### config.mk
export PLATFORM = sky130hd
export DESIGN_NAME = cipher_uart_streamer
export DESIGN_NICKNAME = d
export VERILOG_FILES = /design/src/rtl/aes_uart_pkg.sv /design/src/rtl/uart_tx_byte.sv /design/src/rtl/cipher_uart_streamer.sv
export SDC_FILE = /design/constraint.sdc
export NUM_CORES = 1
export LEC_CHECK = 0
export BUFFER_PORTS_ARGS = -buffer_cell sky130_fd_sc_hd__buf_2
export CORE_UTILIZATION = 60
export CTS_CLUSTER_DIAMETER = 150
export CTS_CLUSTER_SIZE = 10
export DETAILED_ROUTE_END_ITERATION = 6
export GPL_TIMING_DRIVEN = 1
export PLACE_DENSITY = 0.92
export RECOVER_POWER = 100
export SLEW_MARGIN = 20
export SYNTH_ARGS = -nofsm -noshare
export SYNTH_HDL_FRONTEND = slang
export SYNTH_HIERARCHICAL = 1
export SYNTH_SLANG_ARGS = --single-unit
### constraint.sdc
create_clock -name clk -period 4.6 [get_ports clk]
set_clock_uncertainty 0.1 [all_clocks]
set_input_delay 0.92 -clock clk [delete_from_list [all_inputs] [get_ports clk]]
set_output_delay 0.92 -clock clk [all_outputs]
set_load 0.1 [all_outputs]
### src/rtl/aes_uart_pkg.sv
// Shared definitions for the cipher UART streamer: FSM state encodings,
// ASCII constants used by the optional hex formatter, the default baud
// divisor, and a nibble-to-ASCII helper.
package aes_uart_pkg;

    typedef enum logic [2:0] {
        ST_IDLE  = 3'd0,
        ST_START = 3'd1,
        ST_DATA  = 3'd2,
        ST_STOP  = 3'd3,
        ST_NEXT  = 3'd4
    } state_t;

    // 10 MHz clock / 115200 baud
    localparam int DEFAULT_CLKS_PER_BIT = 87;

    localparam logic [7:0] ASCII_ZERO    = 8'h30;
    localparam logic [7:0] ASCII_A_LOWER = 8'h61;
    localparam logic [7:0] ASCII_CR      = 8'h0D;
    localparam logic [7:0] ASCII_LF      = 8'h0A;

    // Lower-case ASCII hex digit for a 4-bit value
    function automatic logic [7:0] hex_ascii(input logic [3:0] nib);
        logic [7:0] res;
        if (nib < 4'd10) begin
            res = ASCII_ZERO + {4'd0, nib};
        end else begin
            res = ASCII_A_LOWER + {4'd0, nib - 4'd10};
        end
        return res;
    endfunction

endpackage

### src/rtl/uart_tx_byte.sv
// 8N1 bit serializer: START, DATA (LSB first) and STOP, each bit held for
// CLKS_PER_BIT cycles. A byte is taken when valid is high while idle; the
// start bit appears on tx in the following cycle. done is high in the last
// cycle of the stop bit.
module uart_tx_byte
    import aes_uart_pkg::*;
#(
    parameter int CLKS_PER_BIT = DEFAULT_CLKS_PER_BIT
) (
    input  logic       clk,
    input  logic       rst,
    input  logic [7:0] data,
    input  logic       valid,
    output logic       ready,
    output logic       tx,
    output logic       done
);

    localparam int CW = (CLKS_PER_BIT > 1) ? $clog2(CLKS_PER_BIT) : 1;
    localparam logic [CW-1:0] BAUD_MAX = CW'(CLKS_PER_BIT - 1);

    state_t        state;
    state_t        state_next;
    logic [CW-1:0] baud;
    logic [2:0]    bit_idx;
    logic [7:0]    shift;
    logic          tx_reg;
    logic          bit_end;

    assign bit_end = (baud == BAUD_MAX);
    assign ready   = (state == ST_IDLE);
    assign done    = (state == ST_STOP) && bit_end;
    assign tx      = tx_reg;

    // Bit-phase state register
    always_ff @(posedge clk) begin
        if (rst) begin
            state <= ST_IDLE;
        end else begin
            state <= state_next;
        end
    end

    // Bit-phase transitions
    always_comb begin
        state_next = state;
        case (state)
            ST_IDLE: begin
                if (valid) state_next = ST_START;
                else       state_next = ST_IDLE;
            end
            ST_START: begin
                if (bit_end) state_next = ST_DATA;
                else         state_next = ST_START;
            end
            ST_DATA: begin
                if (bit_end && (bit_idx == 3'd7)) state_next = ST_STOP;
                else                              state_next = ST_DATA;
            end
            ST_STOP: begin
                if (bit_end) state_next = ST_IDLE;
                else         state_next = ST_STOP;
            end
            default: state_next = ST_IDLE;
        endcase
    end

    // Baud counter, bit counter, shifter and registered line output
    always_ff @(posedge clk) begin
        if (rst) begin
            baud    <= '0;
            bit_idx <= 3'd0;
            shift   <= 8'd0;
            tx_reg  <= 1'b1;
        end else begin
            case (state)
                ST_IDLE: begin
                    baud    <= '0;
                    bit_idx <= 3'd0;
                    if (valid) begin
                        shift  <= data;
                        tx_reg <= 1'b0;
                    end else begin
                        tx_reg <= 1'b1;
                    end
                end
                ST_START: begin
                    if (bit_end) begin
                        baud   <= '0;
                        tx_reg <= shift[0];
                    end else begin
                        baud   <= baud + CW'(1);
                    end
                end
                ST_DATA: begin
                    if (bit_end) begin
                        baud <= '0;
                        if (bit_idx == 3'd7) begin
                            bit_idx <= 3'd0;
                            tx_reg  <= 1'b1;
                        end else begin
                            bit_idx <= bit_idx + 3'd1;
                            shift   <= shift >> 1;
                            tx_reg  <= shift[1];
                        end
                    end else begin
                        baud <= baud + CW'(1);
                    end
                end
                ST_STOP: begin
                    tx_reg <= 1'b1;
                    if (bit_end) baud <= '0;
                    else         baud <= baud + CW'(1);
                end
                default: begin
                    baud   <= '0;
                    tx_reg <= 1'b1;
                end
            endcase
        end
    end

endmodule

### src/rtl/cipher_uart_streamer.sv
// Streams a captured cipher block out over a UART 8N1 line, one character
// per byte (raw) or, with CIPHER_UART_HEX_ASCII_EN defined, two lower-case
// hex digits per byte followed by CR LF. This block owns the handshake,
// block capture, character sequencing and the one-cycle NEXT gap; the
// uart_tx_byte instance produces the START/DATA/STOP bit phases. While a
// character is with the serializer this sequencer waits in ST_START.
module cipher_uart_streamer
    import aes_uart_pkg::*;
#(
    parameter int CLKS_PER_BIT = DEFAULT_CLKS_PER_BIT,
    parameter int BLOCK_BITS   = 128
) (
    input  logic                  clk,
    input  logic                  rst,
    input  logic [0:BLOCK_BITS-1] i_block,
    input  logic                  i_valid,
    output logic                  o_ready,
    output logic                  o_uart_tx,
    output logic                  o_busy,
    output logic                  o_done
);

`ifdef CIPHER_UART_HEX_ASCII_EN
    localparam int NUM_CHARS = BLOCK_BITS / 4 + 2;
`else
    localparam int NUM_CHARS = BLOCK_BITS / 8;
`endif
    localparam int IW = (NUM_CHARS > 1) ? $clog2(NUM_CHARS) : 1;
    localparam logic [IW-1:0] LAST_CHAR = IW'(NUM_CHARS - 1);

    // Character number idx of block blk as it appears on the line
    function automatic logic [7:0] char_at(input logic [0:BLOCK_BITS-1] blk,
                                           input logic [IW-1:0]         idx);
        logic [7:0] res;
`ifdef CIPHER_UART_HEX_ASCII_EN
        logic [3:0] nib;
        nib = 4'h0;
        if (int'(idx) < BLOCK_BITS / 4) begin
            nib = blk[4*idx +: 4];
            res = hex_ascii(nib);
        end else if (int'(idx) == BLOCK_BITS / 4) begin
            res = ASCII_CR;
        end else begin
            res = ASCII_LF;
        end
`else
        res = blk[8*idx +: 8];
`endif
        return res;
    endfunction

    state_t                seq_state;
    state_t                seq_next;
    logic [0:BLOCK_BITS-1] block_q;
    logic [IW-1:0]         char_idx;
    logic [0:BLOCK_BITS-1] src_block;
    logic [IW-1:0]         src_idx;
    logic                  ser_valid;
    logic                  ser_ready;
    logic                  ser_tx;
    logic                  ser_done;
    logic [7:0]            ser_data;
    logic                  last_char;
    logic                  ready_q;
    logic                  busy_q;
    logic                  done_q;

    assign last_char = (char_idx == LAST_CHAR);
    assign ser_data  = char_at(src_block, src_idx);
    assign o_ready   = ready_q;
    assign o_busy    = busy_q;
    assign o_done    = done_q;
    assign o_uart_tx = ser_tx;

    uart_tx_byte #(
        .CLKS_PER_BIT (CLKS_PER_BIT)
    ) u_tx (
        .clk   (clk),
        .rst   (rst),
        .data  (ser_data),
        .valid (ser_valid),
        .ready (ser_ready),
        .tx    (ser_tx),
        .done  (ser_done)
    );

    // Sequencer state register
    always_ff @(posedge clk) begin
        if (rst) begin
            seq_state <= ST_IDLE;
        end else begin
            seq_state <= seq_next;
        end
    end

    // Sequencer transitions and serializer launch; the first character is
    // taken straight from i_block so its start bit follows the handshake
    always_comb begin
        seq_next  = seq_state;
        ser_valid = 1'b0;
        src_block = block_q;
        src_idx   = '0;
        case (seq_state)
            ST_IDLE: begin
                src_block = i_block;
                ser_valid = i_valid;
                if (i_valid) seq_next = ST_START;
                else         seq_next = ST_IDLE;
            end
            ST_START: begin
                if (ser_done) seq_next = ST_NEXT;
                else          seq_next = ST_START;
            end
            ST_NEXT: begin
                if (last_char) begin
                    seq_next = ST_IDLE;
                end else if (ser_ready) begin
                    src_idx   = char_idx + IW'(1);
                    ser_valid = 1'b1;
                    seq_next  = ST_START;
                end else begin
                    seq_next = ST_NEXT;
                end
            end
            default: seq_next = ST_IDLE;
        endcase
    end

    // Block capture and character counter
    always_ff @(posedge clk) begin
        if (rst) begin
            block_q  <= '0;
            char_idx <= '0;
        end else if ((seq_state == ST_IDLE) && i_valid) begin
            block_q  <= i_block;
            char_idx <= '0;
        end else if ((seq_state == ST_NEXT) && (seq_next == ST_START)) begin
            char_idx <= char_idx + IW'(1);
        end else if (seq_next == ST_IDLE) begin
            char_idx <= '0;
        end else begin
            char_idx <= char_idx;
        end
    end

    // Registered status outputs; o_done covers the NEXT cycle of the last character
    always_ff @(posedge clk) begin
        if (rst) begin
            ready_q <= 1'b1;
            busy_q  <= 1'b0;
            done_q  <= 1'b0;
        end else begin
            ready_q <= (seq_next == ST_IDLE);
            busy_q  <= (seq_next != ST_IDLE);
            done_q  <= (seq_state == ST_START) && ser_done && last_char;
        end
    end

endmodule

# Word-level counts from Yosys, hierarchy flattened
# Index checks and enable logic that the tools add are counted.
totals:
  regBits: 160
  in_bits: 131
  output_inout_bits: 4
  elab_cells: 79
classes:
  addsub: 3
  eq_ne: 13
  shifts: 1
  n_mux: 31
  bitwise: 2
  reduce_logical: 18
ops:
  columns: ["operator", "n"]
  rows:
  - ["$shiftx A128 B33 Y129", 1]
  - ["$mux W128", 1]
  - ["$not A7 Y33", 1]
  - ["$mux W8", 3]
  - ["$mux W4", 5]
  - ["$pmux W8 S2", 1]
  - ["$mux W3", 5]
  - ["$pmux W3 S4", 1]
  - ["$eq A3 B1 Y1 const B", 3]
  - ["$logic_not A3 Y1", 3]
  - ["$mux W1", 9]
  - ["$pmux W3 S3", 1]
  - ["$add A7 B1 Y7 const B", 1]
  - ["$eq A7 B7 Y1 const B", 1]
  - ["$eq A3 B2 Y1 const B", 2]
  - ["$eq A3 B3 Y1 const B", 2]
  - ["$logic_and A1 B1 Y1", 6]
  - ["$pmux W3 S2", 1]
  - ["$reduce_or A3 Y1", 2]
  - ["$add A4 B1 Y4 const B", 1]
  - ["$eq A4 B4 Y1 const B", 1]
  - ["$mux W2", 2]
  - ["$ne A2 B1 Y1 const B", 2]
  - ["$ne A2 B2 Y1 const B", 2]
  - ["other kinds (9)", 11]

# Logic depth before layout (Yosys ltp)
logic_depth:
  ltp_word: 8
  depth_mapped: 13
  mapped_depth_nobuf: 9

# Hierarchy
# Netlist, hierarchy kept.
modules_own_cells:
  columns: ["module", "n_inst", "cells_each", "area_per_inst_um2", "seq_area_each_um2"]
  rows:
  - ["cipher_uart_streamer", 1, 834, 6880.3, 2742.6]
  - ["uart_tx_byte", 1, 129, 1091.0, 420.4]

# Worst setup path after synthesis
# No wires, ideal clock.
synth_timing:
  path_type: "in2reg"
  start: "in i_block[53] (netlist bit)"
  end: "reg u_tx.shift[2]"
  setup_ns: 0.121
  arrival_time_ns: 2.307
  required_ns: 4.379
  setup_slack_ns: 2.072
  cell_stages: 7
  n_path_buf: 0
  cell_sequence: "mux4_2 a221oi_2 nand2_1 a32o_1 nand2_1 a21oi_1 mux2_2"
synth_via:
  elab_chain_cells: 4
synth_rtl:
  columns: ["item", "line_no", "text"]
  rows:
  - ["from (decl)", "cipher_uart_streamer.sv:15", "input logic [0:BLOCK_BITS-1] i_block,"]
  - ["$mux W128", "cipher_uart_streamer.sv:103", "case (seq_state)"]
  - ["$shiftx A128 B33 Y129", "cipher_uart_streamer.sv:47", "res = blk[8*idx +: 8];"]
  - ["named net ser_data[2]", "cipher_uart_streamer.sv:62", "logic [7:0] ser_data;"]
  - ["$mux W8", "uart_tx_byte.sv:80", "if (valid) begin"]
  - ["$pmux W8 S2", "uart_tx_byte.sv:76", "case (state)"]
  - ["to (signal assigned)", "uart_tx_byte.sv:81", "shift <= data;"]
  - ["to (signal assigned)", "uart_tx_byte.sv:103", "shift <= shift >> 1;"]
  - ["to (decl)", "uart_tx_byte.sv:26", "logic [7:0] shift;"]
# The timed path passes the listed nets, and every way through them passes these cells. The select of a mux whose other input is x is not followed.
# A chain may end at the register's enable or synchronous reset.

# Final worst setup path
layout_timing:
  start: "reg seq_state[2]"
  end: "reg u_tx.shift[3]"
layout_via:
  elab_chain_cells: 6
layout_rtl:
  columns: ["item", "line_no", "text"]
  rows:
  - ["from (decl)", "cipher_uart_streamer.sv:52", "state_t seq_state;"]
  - ["from (signal assigned)", "cipher_uart_streamer.sv:92", "seq_state <= seq_next;"]
  - ["$eq A3 B3 Y1", "cipher_uart_streamer.sv:103", null]
  - ["$mux W4", "cipher_uart_streamer.sv:103", null]
  - ["$not A7 Y33 (implied by the code)", "cipher_uart_streamer.sv:47", null]
  - ["$shiftx A128 B33 Y129 (*)", "cipher_uart_streamer.sv:47", null]
  - ["named net ser_data[3]", "cipher_uart_streamer.sv:62", null]
  - ["$mux W8 (*)", "uart_tx_byte.sv:80", null]
  - ["$pmux W8 S2 (*)", "uart_tx_byte.sv:76", null]
# The timed path passes the listed nets; every way through them passes the cells marked *. The select of a mux whose other input is x is not followed.

==> flow_metrics.env <==
export IMPL_routed_wl_um=23100
export IMPL_synth_ff_type="dfxtp_1"
export IMPL_syn_to_final_growth_pct=15.5
export IMPL_post_cts_buffers=0
export IMPL_reg2reg_to="u_tx/shift[3]"
export IMPL_r2r_slack_ns=0.80
export IMPL_dr_pass1_iters=7
export IMPL_ctsResizeCount=0
export IMPL_grt_util_all_layers_pct=34.4
export IMPL_yosys_area_top_type_share_pct=39.7
export IMPL_cts_tree="built"
export IMPL_wl_per_cell_um=18.7
export IMPL_ctsHoldBuffers=0
export IMPL_fillers=905
export IMPL_die_y_um=117
export IMPL_max_freq_mhz=263
export IMPL_reg_largest_list="block_q: 128 flops, u_tx/shift: 8 flops, u_tx/baud: 7 flops"
export IMPL_ir_drop_mv=0.315
export IMPL_antenna_left=0
export IMPL_core_area_um2=12800
export IMPL_final_instance_count_excl_fill=1233
export IMPL_crit_type="reg2reg"
export IMPL_hold_viol_final=0
export IMPL_setup_violations=0
export IMPL_cpMostUsedCell="a21oi_1"
export IMPL_max_stage_delay_ns=0.89
export IMPL_critPathCaptureType="flip-flop"
export IMPL_drt_iter0_markers=1168
export IMPL_ys_ff_latch=158
export IMPL_largest_register_ff_count=128
export IMPL_cts_buffer_depth=2
export IMPL_cts_max_level=4
export IMPL_hp_class="reg2reg"
export IMPL_timing_rr_start="seq_state[2]"
export IMPL_setup_tns_ns=0
export IMPL_drv_slew=119
export IMPL_syn_area_per_cell_um2=8.28
export IMPL_critPathLaunchType="flip-flop"
export IMPL_final_cell_mix="303 x nand2_1, 157 x dfxtp_1, 153 x a21oi_1"
export IMPL_nets=1187
export IMPL_crit_chain="nor2_1 -> buf_12 -> buf_4 -> mux4_2 -> a21oi_1 -> o21ai_0 -> a32o_1 -> nand2_1 -> a21oi_1 -> mux2_2"
export IMPL_syn_nets=1100
export IMPL_syn_area_um2=7970
export IMPL_critPathMaxFanout=22
export IMPL_hold_depth=2
export IMPL_io_pins=135
export IMPL_crit_required_ns=4.81
export IMPL_min_from="block_q[76]"
export IMPL_violations="capacitance limit, slew limit"
export IMPL_crit_arrival_ns=4.01
export IMPL_layout_drive_gt1_share_pct=22.5
export IMPL_synth_area_top_cells="dfxtp_1 40%, nand2_1 14%, a21oi_1 9.6%, mux4_2 7.9%, mux2_2 3.2%"
export IMPL_drv_cap=2
export IMPL_dp_cells=1202
export IMPL_cts_sinks=158
export IMPL_synthCells=963
export IMPL_final_area_um2=9210
export IMPL_antenna_found_initial=0
export IMPL_clk_pin_slew_ns=0.06
export IMPL_grt_max_degree=81
export IMPL_synth_yosys_seq_area_share_pct=39.7
export IMPL_yosysWarnings=6
export IMPL_reg2regPathDepth=10
export IMPL_tightest_slew_ns=1.74
export IMPL_grt_overflow=0
export IMPL_dp_hpwl_um=15000
export IMPL_power_leakage_uw=0.00365
export IMPL_n_antenna_cell=0
export IMPL_cellPowerDensity_nw_per_um2=375
export IMPL_cp_slowest_cell="nor2_1"
export IMPL_dpl_cell_area_um2=8580
export IMPL_dieArea_um2=13800
export IMPL_status="finished with violations"
export IMPL_clockRootBuffer="clkbuf_16"
export IMPL_gp_congestion=0.899
export IMPL_final_common_cell="nand2_1"
export IMPL_fin_crit_ns=3.80
export IMPL_rsz0062_at_grt="no"
export IMPL_grt_pass1_vias=7259
export IMPL_die_w_um=117
export IMPL_drc_errors=0
export IMPL_synth_top_area_cell="dfxtp_1"
export IMPL_ys_types=68
export IMPL_synth_edff_count=0
export IMPL_hold_end="block_q[76]"
export IMPL_placementRows=41
export IMPL_grt_pass1_wl_um=35400
export IMPL_final_period_utilization_pct=82.6
export IMPL_vias=7733
export IMPL_io_buffers=134
export IMPL_largest_register="block_q"
export IMPL_async_flop_share_pct=0
export IMPL_cts_buffers=17
export IMPL_slew_headroom_pct=-16.3
export IMPL_viasPerCell=6.27
export IMPL_clk_latency_ns=0.43
export IMPL_start_util_pct=62.4
export IMPL_fin_util_pct=72.1
## synthesized netlist by cell type, types with 5 or more instances
master	n
dfxtp_1	158
xnor2_1	5
buf_6	6
mux4_2	28
clkbuf_1	29
a21oi_1	153
mux2_1	8
nor2b_1	15
nor2_1	26
nand3_1	13
buf_2	39
nor3_1	5
o21ai_0	18
a221oi_1	14
a22oi_1	7
mux2i_1	12
mux2_2	23
inv_1	6
ha_1	6
nand2_1	304
## metrics by stage
step	power (uW)	hold WS, ns	setup slack, ns
2_1_floorplan	1780	0.326	2.07
3_3_place_gp	1900	0.338	1.07
3_5_place_dp	1920	0.342	0.986
4_1_cts	3440	0.350	0.935
5_1_grt	3550	0.364	0.545
6_report	3460	0.351	0.802
## layer usage
metal	GRT usage (%)	part of all wire, %
met5	0	0
met4	20.0	4.9
met3	7.93	9.6
met2	55.0	47
met1	42.6	38
## area by class of cell
type                    instances  area, um2  share of cell area, %
flip-flops and latches        158       3160                   34.4
clock inverters                13        214                   2.32
clock buffers                  17        425                   4.62
multi-input cells             717       4370                   47.4
well taps                     172        215                   2.34
inverters                       7       26.3                  0.285
repair buffers                149        800                   8.68
## power by group
part           switching, uW  total, uW  internal [uW]
logic                    241        423            182
clock network            588       1550            962
registers               43.2       1480           1440
total                    872       3460           2590
## logic make-up after synthesis
family / Yosys count / synth area share, %
simple gates: 398 / 21.6
fa+ha+maj: 6 / 0.942
compound gates: 232 / 17.3
mux: 72 / 14.0
xor+xnor: 9 / 0.989
buf+inv: 88 / 5.51
flops: 158 / 39.7
## worst max-delay path, delay by kind of cell, from the launching register on
| kind | cells | cell delay [ns] |
|---|---|---|
| AND/OR/NAND/NOR | 2 | 0.95 |
| buffers and inverters | 2 | 0.53 |
| AO/OA/AOI/OAI | 4 | 0.69 |
| flip-flops | 1 | 0.51 |
| multiplexers | 2 | 0.86 |
## how the worst max path moves through the flow
| stage | slack [ns] | endpoint | startpoint |
|---|---|---|---|
| final | 0.80 | u_tx/shift[3] | seq_state[2] |
| after detailed placement | 0.99 | u_tx/shift[2] | seq_state[2] |
| after global placement | 1.07 | u_tx/shift[2] | seq_state[2] |
| after floorplan | 2.07 | u_tx/shift[2] | i_block[53] |
| after CTS | 0.93 | u_tx/shift[3] | seq_state[2] |
| after global routing | 0.55 | block_q[105] | seq_state[2] |
(Power assumes the default switching activity.)
